<file path="src/rtl/spn_round_engine.sv">
// rtl/spn_round_engine.sv - iterative 16-bit SPN block cipher, one S-box nibble per cycle
//
// s_box: 4-bit substitution table.
//   nib_i  in   4  nibble to substitute
//   nib_o  out  4  substituted nibble
//
// spn_round_engine: ROUNDS full rounds of add-key / substitute / permute,
// followed by a final key whitening step.
//   clk       in   1   rising-edge clock
//   rst_n     in   1   asynchronous active-low reset
//   start     in   1   encrypt request, sampled only in IDLE
//   data_in   in   16  plaintext block (nibble k = bits [4k+3:4k])
//   key       in   16  cipher key
//   busy      out  1   high in ADD, SUB, PERM and FINAL
//   done      out  1   one-cycle pulse, data_out valid
//   data_out  out  16  ciphertext, held until the next done
// ROUNDS must lie in 1..15 so that r and rk(ROUNDS) fit in 4 bits.

module s_box (
  input  logic [3:0] nib_i,
  output logic [3:0] nib_o
);
  always_comb begin
    nib_o = 4'h0;
    case (nib_i)
      4'h0: nib_o = 4'h9;
      4'h1: nib_o = 4'h4;
      4'h2: nib_o = 4'hA;
      4'h3: nib_o = 4'hB;
      4'h4: nib_o = 4'hD;
      4'h5: nib_o = 4'h1;
      4'h6: nib_o = 4'h8;
      4'h7: nib_o = 4'h5;
      4'h8: nib_o = 4'h6;
      4'h9: nib_o = 4'h2;
      4'hA: nib_o = 4'h0;
      4'hB: nib_o = 4'h3;
      4'hC: nib_o = 4'hC;
      4'hD: nib_o = 4'hE;
      4'hE: nib_o = 4'hF;
      4'hF: nib_o = 4'h7;
      default: nib_o = 4'h0;
    endcase
  end
endmodule

module spn_round_engine #(
  parameter int unsigned ROUNDS = 4
) (
  input  logic        clk,
  input  logic        rst_n,
  input  logic        start,
  input  logic [15:0] data_in,
  input  logic [15:0] key,
  output logic        busy,
  output logic        done,
  output logic [15:0] data_out
);
  typedef enum logic [2:0] {IDLE, ADD, SUB, PERM, FINAL, DONE} fsm_t;

  localparam logic [3:0] LAST_R = 4'(ROUNDS - 1);
  localparam logic [3:0] NUM_R  = 4'(ROUNDS);

  fsm_t        fsm_q;
  logic [15:0] state_q;
  logic [15:0] key_q;
  logic [3:0]  r_q;
  logic [1:0]  n_q;
  logic        busy_q;
  logic        done_q;
  logic [15:0] dout_q;

  logic [15:0] rk;
  logic [3:0]  sub_in;
  logic [3:0]  sub_out;
  logic [15:0] perm;

  assign rk     = key_q ^ {12'h000, r_q};
  assign sub_in = state_q[{n_q, 2'b00} +: 4];

  s_box u_s_box (
    .nib_i (sub_in),
    .nib_o (sub_out)
  );

  // Bit i moves to (4*i) mod 15; bit 15 stays put.
  always_comb begin
    perm = 16'h0000;
    for (int i = 0; i < 15; i++) begin
      perm[(4 * i) % 15] = state_q[i];
    end
    perm[15] = state_q[15];
  end

  // busy and done are written alongside each transition so they reflect
  // the state being entered, keeping them registered.
  always_ff @(posedge clk or negedge rst_n) begin
    if (!rst_n) begin
      fsm_q   <= IDLE;
      state_q <= 16'h0000;
      key_q   <= 16'h0000;
      r_q     <= 4'h0;
      n_q     <= 2'd0;
      busy_q  <= 1'b0;
      done_q  <= 1'b0;
      dout_q  <= 16'h0000;
    end else begin
      done_q <= 1'b0;
      case (fsm_q)
        IDLE: begin
          if (start) begin
            state_q <= data_in;
            key_q   <= key;
            r_q     <= 4'h0;
            n_q     <= 2'd0;
            busy_q  <= 1'b1;
            fsm_q   <= ADD;
          end
        end
        ADD: begin
          state_q <= state_q ^ rk;
          n_q     <= 2'd0;
          fsm_q   <= SUB;
        end
        SUB: begin
          state_q[{n_q, 2'b00} +: 4] <= sub_out;
          if (n_q == 2'd3) begin
            n_q   <= 2'd0;
            fsm_q <= PERM;
          end else begin
            n_q <= n_q + 2'd1;
          end
        end
        PERM: begin
          state_q <= perm;
          if (r_q < LAST_R) begin
            r_q   <= r_q + 4'h1;
            fsm_q <= ADD;
          end else begin
            r_q   <= NUM_R;
            fsm_q <= FINAL;
          end
        end
        FINAL: begin
          dout_q <= state_q ^ rk;
          busy_q <= 1'b0;
          done_q <= 1'b1;
          fsm_q  <= DONE;
        end
        DONE: begin
          fsm_q <= IDLE;
        end
        default: begin
          fsm_q  <= IDLE;
          busy_q <= 1'b0;
        end
      endcase
    end
  end

  assign busy     = busy_q;
  assign done     = done_q;
  assign data_out = dout_q;
endmodule

</file>
<file path="config.mk">
export PLATFORM = sky130hd
export DESIGN_NAME = spn_round_engine
export DESIGN_NICKNAME = d
export VERILOG_FILES = /design/src/rtl/spn_round_engine.sv
export SDC_FILE = /design/constraint.sdc
export NUM_CORES = 1
export LEC_CHECK = 0
export ABC_AREA = 0
export BUFFER_PORTS_ARGS = -buffer_cell sky130_fd_sc_hd__buf_4
export CAP_MARGIN = 25
export CORE_ASPECT_RATIO = 0.9
export CORE_UTILIZATION = 34
export DETAILED_ROUTE_END_ITERATION = 7
export PLACE_DENSITY = 0.49
export SYNTH_ARGS = -nofsm -noshare
export SYNTH_HDL_FRONTEND = slang
export SYNTH_HIERARCHICAL = 1
export SYNTH_SLANG_ARGS = --single-unit
</file>
<file path="constraint.sdc">
create_clock -name clk -period 3.05 [get_ports clk]
set_clock_uncertainty 0.05 [all_clocks]
set_input_delay 0.61 -clock clk [delete_from_list [all_inputs] [get_ports clk]]
set_output_delay 0.61 -clock clk [all_outputs]
set_load 0.01 [all_outputs]
</file>
* Word level (Yosys, flattened, before mapping)
Memories as Yosys holds them, arrays and structs flattened.
Index checks and enable logic that the tools add are counted.
** Word-level totals
- Bits in registers :: 59
- Bits in latches :: 0
- Memory bits (writable) :: 0
- Memory bits (read-only) :: 64
- Output and inout bits :: 18
- Memories kept :: 1
** Memories
- (no name shown) :: depth 16, bits a word 4, rd ports 1, clocked after Yosys merged registers in 0, write ports 0, line 25 : case (nib_i)
** Cells by class
- Add/sub/neg operators :: 3
- $mul :: 0
- Div/mod/pow operators :: 0
- $lt $le $gt $ge :: 1
- Eq/ne operators :: 8
- Shifts and indexed selects :: 3
- Muxes and demuxes :: 16
- Bitwise gates (word level) :: 4
- Reduce and logical (&&, ||, !) cells :: 12
** Operator list (number)
- $pmux 16 s4 :: 1
- $bwmux 16 :: 1
- $mux 16 :: 1
- $shift 4x6->16 const A :: 1
- $shiftx 16x5->4 :: 1
- $shiftx 4x6->16 :: 1
- $xor 16x16->16 :: 1
- $xor 16x4->16 :: 1
- $pmux 3 s5 :: 1
- $reduce_and 2->1 :: 6
- $mux 3 :: 3
- $mux 4 :: 2
- $pmux 4 s2 :: 1
- $eq 3x2->1 const B :: 2
- $eq 3x3->1 const B :: 2
- $neg 4->6 :: 1
- $pmux 2 s3 :: 1
- $add 4x1->4 const B :: 1
- $lt 4x2->1 const B :: 1
- $mux 2 :: 2
- $ne 2x2->1 const B :: 2
- $reduce_bool 4->1 :: 1
- $reduce_or 4->1 :: 1
- $eq 3x1->1 const B :: 1
- other kinds (9) :: 11

* Longest topological paths before layout
Gate-level depths: netlist of run 1.
An unclocked memory read counts as a cell.
- Depth after elaboration :: 5
- Depth in mapped cells :: 11

* Hierarchy
Netlist of run 1, hierarchy kept.
** By module, submodules not included
- spn_round_engine :: instances 1, cells each 340, area each 3365.7 um^2, seq. area each 1476.4 um^2
- s_box :: instances 1, cells each 25, area each 209.0 um^2, seq. area each 0.0 um^2

* Worst setup path after synthesis of run 1
No wires, ideal clock.
- Kind :: register to register
- Start :: register n_q[0]
- End :: register state_q[6]
- Setup time :: 67 ps
- Data arrival time :: 2499 ps
- Setup slack :: 434 ps
- Stages on the path, launching flop included :: 12
- Clock period less this slack :: 2616 ps
- Path through :: dfrtp_1 buf_2 mux4_2 inv_1 ha_1 nor2b_1 a211oi_1 a31oi_1 or3b_1 o22ai_1 a22oi_1 nand2_1
** Between the ends
- Cells in the longest elaborated chain, start to end :: 5
** RTL lines
- start: declaration :: line 68 : logic [1:0] n_q;
- start signal: assignment :: line 131 : n_q <= n_q + 2'd1;
- $shiftx 16x5->4 :: line 79 : assign sub_in = state_q[{n_q, 2'b00} +: 4];
- net sub_in[1] :: line 74 : logic [3:0] sub_in;
- $mem_v2 16x4
- net sub_out[2] :: line 75 : logic [3:0] sub_out;
- $shiftx 4x6->16 :: line 126 : state_q[{n_q, 2'b00} +: 4] <= sub_out;
- $bwmux 16 :: line 126
- $pmux 16 s4 :: line 109 : case (fsm_q)
- end signal: assignment :: line 112 : state_q <= data_in;
- end signal: indexed assignment :: line 126
- end signal: assignment :: line 135 : state_q <= perm;
- end: declaration :: line 65 : logic [15:0] state_q;
The timed path passes the listed nets, and every way through them passes these cells.
A chain may end at the register's enable or synchronous reset.

* Final worst setup path of run 1
Ends and elaborated chain as after synthesis.

==> summary.txt, run 1 <==
Place
  – Inst Count DP: between 500 and 600
  – IO buf count: 52
  – Detail Placement HPWL: roughly 7400 um
  – RD Place Congestion: about 0.82

Setup path
  – CP max stage delay: 610 ps
  – Worst Setup End Kind: register
  – CP Data Arrival Time: around 2900 ps
  – Reg2Reg Launch Point: n_q[0]$_DFFE_PN0P_
  – R2R depth: 10
  – Setup slack on the worst flop-to-flop path: about 390 ps
  – Crit Path Class: register to register
  – Startpoint Class: register
  – CP max stage cell: mux4_2
  – Worst flop-to-flop path endpoint: state_q[6]$_DFFE_PN0P_
  – Crit-path cells: mux4_2 > inv_1 > ha_1 > nor2b_1 > a211oi_1 > a31oi_1 > or3b_1 > o22ai_1 > a22oi_1 > nand2_1
  – Worst-path fanout max: 5
  – WP data required: between 3000 and 4000 ps

Clocking
  – CTS tree: built
  – H-tree levels: 3
  – Clk sink count: between 50 and 60
  – CTS Buf Count: 9
  – Post-CTS setup buffers: 0
  – Hold_buf cts: 0
  – Clk buf depth: 2
  – Clock Latency Late Sink: ~330 ps
  – CTS clock-pin slew for the worst setup and hold paths: 50 ps
  – Post_cts resized: 0
  – Root Buffer: clkbuf_16

Yosys
  – Flops & latches, synth: about 60
  – Main synth FF type: dfrtp_1
  – Syn_area_per_cell: ~10 um^2
  – EDFF count, synth: 0
  – Distinct cells, synth: between 50 and 60
  – Mapped Area: 0.00357 mm^2
  – Top cell type's share of synthesized area: between 40% and 50%
  – Asr flop ratio synth: 100%
  – Cell count after synthesis: 365
  – Synth area leaders: dfrtp_1 (41%), ha_1 (4.9%), mux2_1 (4.7%)
  – Post-synth top area cell: dfrtp_1
  – Warnings, synthesis: 6
  – Register area share after synthesis: just over 40%
  – Mapped Nets: 414

Floorplan
  – Die area: 0.0109 mm^2
  – Initial Utilization: approximately a third
  – Site Rows: 35
  – Die width: around 110 um
  – Die span in y: just under 100 um
  – IO Pins: 53
  – CORE AREA: approximately 0.01 mm^2

Timing
  – Fmax: roughly 0.38 GHz
  – Worst-Margin Slew: approximately 800 ps
  – Final cycle utilization of the critical path: slightly below 90%
  – Normalized max-slew margin: between 40 and 50%
  – Final setup vio count: 0
  – Fin. max-slew vios: 0
  – Setup_tns: 0 ps
  – Post-route minimum period: ~2700 ps
  – RSZ-0062 raised after global routing: no
  – Hold_ws: between 300 and 400 ps
  – Final Hold Fails: 0

Finish
  – Final std cells w/o fill: roughly 550
  – Area grow syn2layout: 22.5%
  – Fraction of layout cells with a size suffix above 1: between 20% and 30%
  – Filler cells: approximately 1000
  – # nets final: 465
  – Diode count: 0

Outcome
  – Status: finished clean

Global routing
  – Total congestion overflow: 0
  – GRT Overall Usage: between 20% and 30%
  – Initial antenna violation count: 0
  – Vias in the first global route: between 2000 and 3000
  – First-pass GRT wire length: roughly 16000 um
  – Largest net degree at the start of global routing: 60

Drt
  – Initial DRC count: about 130
  – Post-route ant nets: 0
  – Routed vias: ~3000
  – Pre-Repair DR Iteration Count: 4
  – DRC: 0
  – Drt total wl: between 10000 and 15000 um
  – Drt wl/cell: around 19 um
  – DR vias/cell: 5.40

Power
  – VDD IR max: 0.580 mV
  – LEAKAGE: approximately 1.9 nW
  – Pwr Density: between 1000 and 1500 mW/mm^2
  – Pwr Total: about 0.0051 W

Run
  – Max-cap violation count: 0

Min path
  – Hold Path Class: input port to asynchronous set/reset pin
registers in the layout, indices dropped and copies added (netlist names):
register / cells
fsm_q: 3
busy: 1
done: 1
state_q: 16
r_q: 4
data_out: 16
key_q: 16
n_q: 2
final cells by class:
type,count,area (um^2),share of cell area (%)
Inverter,18,67.6,1.54
Clock buffer,13,260,5.94
Clock inverter,2,35.0,0.800
Timing Repair Buffer,62,465,10.6
Sequential cell,59,1480,33.7
Multi-Input combinational cell,266,1910,43.7
Tap cell,129,161,3.69
worst max-delay path by stage:
| stage | cells past startpoint | to | from | slack [ps] |
|---|---|---|---|---|
| 6_report | 10 | state_q[6]$_DFFE_PN0P_ | n_q[0]$_DFFE_PN0P_ | 390 |
| 5_1_grt | 10 | state_q[6]$_DFFE_PN0P_ | n_q[0]$_DFFE_PN0P_ | 150 |
| 4_1_cts | 10 | state_q[6]$_DFFE_PN0P_ | n_q[0]$_DFFE_PN0P_ | 390 |
| 3_5_place_dp | 10 | state_q[6]$_DFFE_PN0P_ | n_q[0]$_DFFE_PN0P_ | 420 |
| 3_3_place_gp | 10 | state_q[6]$_DFFE_PN0P_ | n_q[0]$_DFFE_PN0P_ | 470 |
| 2_1_floorplan | 11 | state_q[6]$_DFFE_PN0P_ | n_q[0]$_DFFE_PN0P_ | 430 |
per-stage QoR:
step                util, %  area (um^2)  worst slack, ps
floorplan                 -         3570              434
global placement       39.8         4080              469
detailed placement     39.8         4080              424
CTS                    42.7         4380              394
global route           42.7         4380              145
finish                 42.7         4380              385
worst max-delay path, delay by kind of cell (launching register included):
family	cells	cell delay [ps]
AO/OA/AOI/OAI	4	510
flip-flops	1	440
buffers and inverters	1	180
AND/OR/NAND/NOR	3	650
adder cells (fa/ha/maj)	1	160
multiplexers	1	610
layer usage:
layer,vias to the layer above,global-route usage [%],share of wire [%]
met5,-,0,0
met4,0,6.36,0.76
met3,7,4.46,4.3
met2,72,30.4,45
met1,1440,28.5,50
li1,1444,-,-
report_power, final:
part | switching [W] | internal, W | total, W
sequential | 0.000359 | 0.00113 | 0.00149
clock | 0.000348 | 0.000671 | 0.00102
combinational | 0.00142 | 0.00118 | 0.00260
total | 0.00213 | 0.00299 | 0.00512
cells in the final DEF (no fill, tap or decap), types with 4 or more instances in the layout:
cell       netlist  routed
nand2_1         40      40
o21ai_0         11      11
a31oi_1         10      10
dfrtp_1         59      59
o31ai_1          4       4
o22ai_1          8       8
nor2_1          11      11
clkbuf_16        0       9
ha_1            14      14
o21a_1           5       5
inv_1           15      15
a22oi_1          7       7
or3b_1           4       4
xor2_1           4       4
o311ai_1         5       5
buf_4            0      62
mux2i_1          5       5
mux4_2           4       4
nand2b_1        12      12
mux2_1          15      15
a21boi_0         4       4
o21ai_1         15      15
a21oi_1         25      25
xnor2_1          8       8
a2bb2oi_1        9       9
nor3_1           4       4
a311o_1          7       7
cell usage after synthesis (9+ instances only):
master / n
a31oi_1: 10
o21ai_1: 15
a2bb2oi_1: 9
nor2_1: 11
buf_2: 10
ha_1: 14
inv_1: 15
mux2_1: 15
o21ai_0: 11
a21oi_1: 25
dfrtp_1: 59
nand2b_1: 12
nand2_1: 40
logic make-up after synthesis:
family | Yosys count | synth area share [%]
AND/OR/NAND/NOR | 91 | 13.3
multiplexers | 24 | 8.65
XOR/XNOR | 12 | 2.94
flip-flops | 59 | 41.3
AO/OA/AOI/OAI | 125 | 23.7
buffers and inverters | 40 | 5.22
adder cells (fa/ha/maj) | 14 | 4.90
No activity file was read; power rests on OpenSTA's default activity.
==> inputs of run 2 (changes only) <==
--- a/config.mk
+++ b/config.mk
@@ -10,6 +10,7 @@
 export CAP_MARGIN = 25
 export CORE_ASPECT_RATIO = 0.9
 export CORE_UTILIZATION = 34
+export CTS_BUF_LIST = sky130_fd_sc_hd__clkbuf_8
 export DETAILED_ROUTE_END_ITERATION = 7
 export PLACE_DENSITY = 0.49
 export SYNTH_ARGS = -nofsm -noshare
==> summary.txt, run 2 (synthesized netlist as in run 1, its figures left out) <==
Outcome
  – Status: finished clean

Setup path
  – CP Data Arrival Time: 2900 ps
  – Worst-path fanout max: 5
  – WP data required: approximately 3300 ps
  – Reg2Reg Launch Point: n_q[0]$_DFFE_PN0P_
  – Crit-path cells: mux4_2 > inv_1 > ha_1 > nor2b_1 > a211oi_1 > a31oi_1 > or3b_1 > o22ai_1 > a22oi_1 > nand2_1
  – Startpoint Class: register
  – CP max stage cell: mux4_2
  – Worst Setup End Kind: register
  – Crit Path Class: register to register
  – R2R depth: 10
  – Worst Setup SP: n_q[0]$_DFFE_PN0P_
  – CP max stage delay: 610 ps

Timing
  – Post-route minimum period: 2660 ps
  – Final setup vio count: 0
  – Final setup margin: ~390 ps
  – Fmax: 0.376 GHz
  – Normalized max-slew margin: 46.7%
  – Worst-Margin Slew: between 700 and 800 ps
  – Final Hold Fails: 0
  – Setup_tns: 0 ps
  – Fin. max-slew vios: 0
  – RSZ-0062 raised after global routing: no
  – Hold_ws: between 200 and 300 ps
  – Final cycle utilization of the critical path: just under 90%

Clocking
  – Post_cts resized: 0
  – CTS clock-pin slew for the worst setup and hold paths: about 70 ps
  – Clk buf depth: 2
  – H-tree levels: 3
  – CTS Buf Count: 9
  – Post-CTS setup buffers: 0
  – Hold_buf cts: 0
  – Clk sink count: around 60
  – CTS tree: built
  – Root Buffer: clkbuf_8
  – Clock Latency Late Sink: around 350 ps

Drt
  – DR vias/cell: between 5 and 6
  – Drt total wl: about 10000 um
  – Initial DRC count: around 130
  – Routed vias: a little under 3000
  – DRC: 0
  – Pre-Repair DR Iteration Count: 4
  – Drt wl/cell: around 19 um
  – Post-route ant nets: 0

Floorplan
  – CORE AREA: around 0.010 mm^2
  – IO Pins: 53
  – Die width: 110 um
  – Die span in y: a little under 100 um
  – Die area: between 0.01 and 0.015 mm^2
  – Site Rows: 35
  – Initial Utilization: around a third

Power
  – LEAKAGE: ~1.9 nW
  – Pwr Density: about 1100 mW/mm^2
  – VDD IR max: approximately 0.47 mV

Place
  – RD Place Congestion: just over 0.8
  – Placement Setup Slack: about 420 ps
  – IO buf count: 52
  – Detail Placement HPWL: about 7400 um

Finish
  – Diode count: 0
  – Fraction of layout cells with a size suffix above 1: roughly a fifth
  – Commonest cells after routing, fill and taps aside: buf_4 (62), dfrtp_1 (59), nand2_1 (40)
  – Most common cell after layout, fill and taps aside: buf_4
  – Filler cells: around 1100
  – # nets final: 465
  – Area grow syn2layout: 19.6%

Min path
  – Hold Path Class: input port to asynchronous set/reset pin

Global routing
  – GRT Overall Usage: between 20% and 30%
  – Vias in the first global route: 2980
  – First-pass GRT wire length: about 16000 um
  – Largest net degree at the start of global routing: 60
  – Total congestion overflow: 0
  – Initial antenna violation count: 0

Run
  – Max-cap violation count: 0
==> run 2: cell count changes in the layout (fill, tap and decap cells not counted) <==
cell / previous run / this run
clkbuf_1: 2 / 0
clkbuf_16: 9 / 0
clkbuf_8: 2 / 11
inv_1: 15 / 17
==> run 2: per-layer routing <==
metal / GRT usage [%] / share of wire (%) / up-vias
met1: 28.7 / 50 / 1433
met5: 0 / 0 / -
met3: 4.78 / 4.1 / 10
met4: 6.56 / 0.95 / 0
met2: 30.2 / 45 / 67
li1: - / - / 1440
==> run 2: report_power, final <==
| part | switching (W) | leakage, nW | internal, W |
|---|---|---|---|
| clock network | 0.000322 | 0.108 | 0.000410 |
| logic | 0.00142 | 1.09 | 0.00118 |
| registers | 0.000361 | 0.706 | 0.00113 |
| total | 0.00210 | 1.90 | 0.00273 |
==> run 2: area by class of cell <==
class	instances	area, um^2	share of cell area [%]
Sequential cell	59	1480	34.5
Clock inverter	4	42.5	0.995
Timing Repair Buffer	62	465	10.9
Tap cell	129	161	3.77
Multi-Input combinational cell	266	1910	44.7
Clock buffer	11	151	3.54
Inverter	18	67.6	1.58
==> run 2: final timing paths <==
path	end	slack, ps
worst max-delay path	state_q[6]$_DFFE_PN0P_	390
worst min register to register	data_out[2]$_DFFE_PN0P_	430
worst min-delay path	key_q[5]$_DFFE_PN0P_	300
min in group clk	key_q[4]$_DFFE_PN0P_	420
worst max register to register	state_q[6]$_DFFE_PN0P_	390
max in group asynchronous	data_out[6]$_DFFE_PN0P_	2120
==> run 2: critical path: cells and delay by family (launching register included) <==
kind,cells,cell delay [ps]
AND/OR/NAND/NOR,3,650
multiplexers,1,610
adder cells (fa/ha/maj),1,160
AO/OA/AOI/OAI,4,500
flip-flops,1,450
buffers and inverters,1,180
==> run 2: per-stage QoR <==
stage	area [um^2]	total power, W	cells	util [%]
6_report	4280	0.00483	549	41.7
3_3_place_gp	4080	0.00409	534	39.8
4_1_cts	4280	0.00486	549	41.7
3_5_place_dp	4080	0.00411	534	39.8
2_1_floorplan	3570	0.00330	365	-
5_1_grt	4280	0.00523	549	41.7
==> inputs of run 3 (changes only) <==
--- a/config.mk
+++ b/config.mk
@@ -10,7 +10,7 @@
 export CAP_MARGIN = 25
 export CORE_ASPECT_RATIO = 0.9
 export CORE_UTILIZATION = 34
-export CTS_BUF_LIST = sky130_fd_sc_hd__clkbuf_8
+export CTS_BUF_LIST = sky130_fd_sc_hd__clkbuf_4 sky130_fd_sc_hd__clkbuf_8
 export DETAILED_ROUTE_END_ITERATION = 7
 export PLACE_DENSITY = 0.49
 export SYNTH_ARGS = -nofsm -noshare
==> summary.txt, run 3 (synthesized netlist as in run 1, its figures left out) <==
Outcome
  – Status: finished clean

Global routing
  – Largest net degree at the start of global routing: 60
  – GRT Overall Usage: between 20% and 30%
  – Total congestion overflow: 0
  – First-pass GRT wire length: roughly 16000 um
  – Met1 GRT Util: between 20 and 30%
  – Routing usage on met2: a little under a third
  – Initial antenna violation count: 0
  – Vias in the first global route: 2985
  – Routing usage on met3: 4.39%
  – Gr busiest metal: met2

Timing
  – Normalized max-slew margin: between 40% and 50%
  – RSZ-0062 raised after global routing: no
  – Final cycle utilization of the critical path: ~87%
  – Setup_tns: 0 ps
  – Final setup vio count: 0
  – Post-route minimum period: about 2700 ps
  – Fin. max-slew vios: 0
  – Worst-Margin Slew: around 800 ps
  – Final Hold Fails: 0
  – Fmax: 0.376 GHz

Run
  – Max-cap violation count: 0

Setup path
  – CP max stage cell: mux4_2
  – Startpoint Class: register
  – R2R depth: 10
  – Worst-path fanout max: 5
  – CP Data Arrival Time: ~2900 ps
  – Worst Setup End Kind: register
  – Crit Path Class: register to register
  – Reg2Reg Launch Point: n_q[0]$_DFFE_PN0P_
  – Setup slack on the worst flop-to-flop path: approximately 390 ps
  – WP data required: 3280 ps
  – Worst flop-to-flop path endpoint: state_q[6]$_DFFE_PN0P_
  – CP max stage delay: between 600 and 700 ps
  – Crit-path cells: mux4_2 > inv_1 > ha_1 > nor2b_1 > a211oi_1 > a31oi_1 > or3b_1 > o22ai_1 > a22oi_1 > nand2_1

Power
  – Pwr Density: about 1100 mW/mm^2
  – VDD IR max: between 0.4 and 0.5 mV
  – LEAKAGE: about 1.9 nW

Clocking
  – CTS clock-pin slew for the worst setup and hold paths: 70 ps
  – Post_cts resized: 0
  – Post-CTS setup buffers: 0
  – Clock Latency Late Sink: approximately 350 ps
  – CTS Buf Count: 9
  – Root Buffer: clkbuf_8
  – Hold_buf cts: 0
  – Clk buf depth: 2
  – CTS tree: built
  – Clk sink count: ~60
  – H-tree levels: 3

Drt
  – DRC: 0
  – Routed vias: between 2000 and 3000
  – Drt wl/cell: between 15 and 20 um
  – DR vias/cell: around 5.4
  – Pre-Repair DR Iteration Count: 4
  – Drt total wl: about 10000 um
  – Post-route ant nets: 0
  – Initial DRC count: 126

Finish
  – Fraction of layout cells with a size suffix above 1: 21.0%
  – Commonest cells after routing, fill and taps aside: buf_4 (62), dfrtp_1 (59), nand2_1 (40)
  – Most common cell after layout, fill and taps aside: buf_4
  – Area grow syn2layout: 19.8%
  – # nets final: about 470
  – Finished Core Util: 41.8%
  – Diode count: 0

Floorplan
  – Die width: between 100 and 150 um
  – Die area: between 0.01 and 0.015 mm^2
  – IO Pins: 53
  – Initial Utilization: 34.9%
  – CORE AREA: 0.0102 mm^2
  – Die span in y: 99.3 um
  – Site Rows: 35

Place
  – IO buf count: 52
  – RD Place Congestion: 0.824
  – Detail Placement HPWL: 7440 um

Min path
  – Hold Path Class: input port to asynchronous set/reset pin
==> run 3: cell count changes in the layout (fill, tap and decap cells not counted) <==
cell,delta
inv_1,-2
clkbuf_4,+2
==> run 3: worst max-delay path: cells and delay by family (launching register included) <==
kind                     cells  cell delay (ps)
AND/OR/NAND/NOR              3              650
buffers and inverters        1              180
adder cells (fa/ha/maj)      1              160
multiplexers                 1              610
AO/OA/AOI/OAI                4              500
flip-flops                   1              450
==> run 3: layout make-up <==
cell class,instances,area (um^2)
Clock inverter,2,35.0
Multi-Input combinational cell,266,1910
Inverter,18,67.6
Sequential cell,59,1480
Timing Repair Buffer,62,465
Clock buffer,13,166
Tap cell,129,161
Fill cell,1055,5960
==> run 3: worst max-delay path by stage <==
stage	startpoint	endpoint	slack (ps)
6_report	n_q[0]$_DFFE_PN0P_	state_q[6]$_DFFE_PN0P_	390
5_1_grt	n_q[0]$_DFFE_PN0P_	state_q[6]$_DFFE_PN0P_	140
4_1_cts	n_q[0]$_DFFE_PN0P_	state_q[6]$_DFFE_PN0P_	390
3_5_place_dp	n_q[0]$_DFFE_PN0P_	state_q[6]$_DFFE_PN0P_	420
3_3_place_gp	n_q[0]$_DFFE_PN0P_	state_q[6]$_DFFE_PN0P_	470
2_1_floorplan	n_q[0]$_DFFE_PN0P_	state_q[6]$_DFFE_PN0P_	430
==> run 3: routing by layer <==
layer / up-vias / share of wire, %
met3: 7 / 4.2
met5: - / 0
met1: 1436 / 50
met4: 0 / 1.0
met2: 67 / 44
li1: 1441 / -
==> run 3: power breakdown <==
| part | internal [W] | switching (W) |
|---|---|---|
| registers | 0.00113 | 0.000360 |
| clock network | 0.000435 | 0.000320 |
| logic | 0.00118 | 0.00142 |
==> run 3: per-stage QoR <==
| stage | std cells | hold slack [ps] | area (um^2) | total power [W] | setup slack, ps |
|---|---|---|---|---|---|
| global placement | 534 | 414 | 4080 | 0.00409 | 469 |
| detailed placement | 534 | 422 | 4080 | 0.00411 | 424 |
| CTS | 549 | 329 | 4280 | 0.00488 | 391 |
| finish | 549 | 301 | 4280 | 0.00486 | 393 |
| floorplan | 365 | 264 | 3570 | 0.00330 | 434 |
| global route | 549 | 359 | 4280 | 0.00526 | 142 |
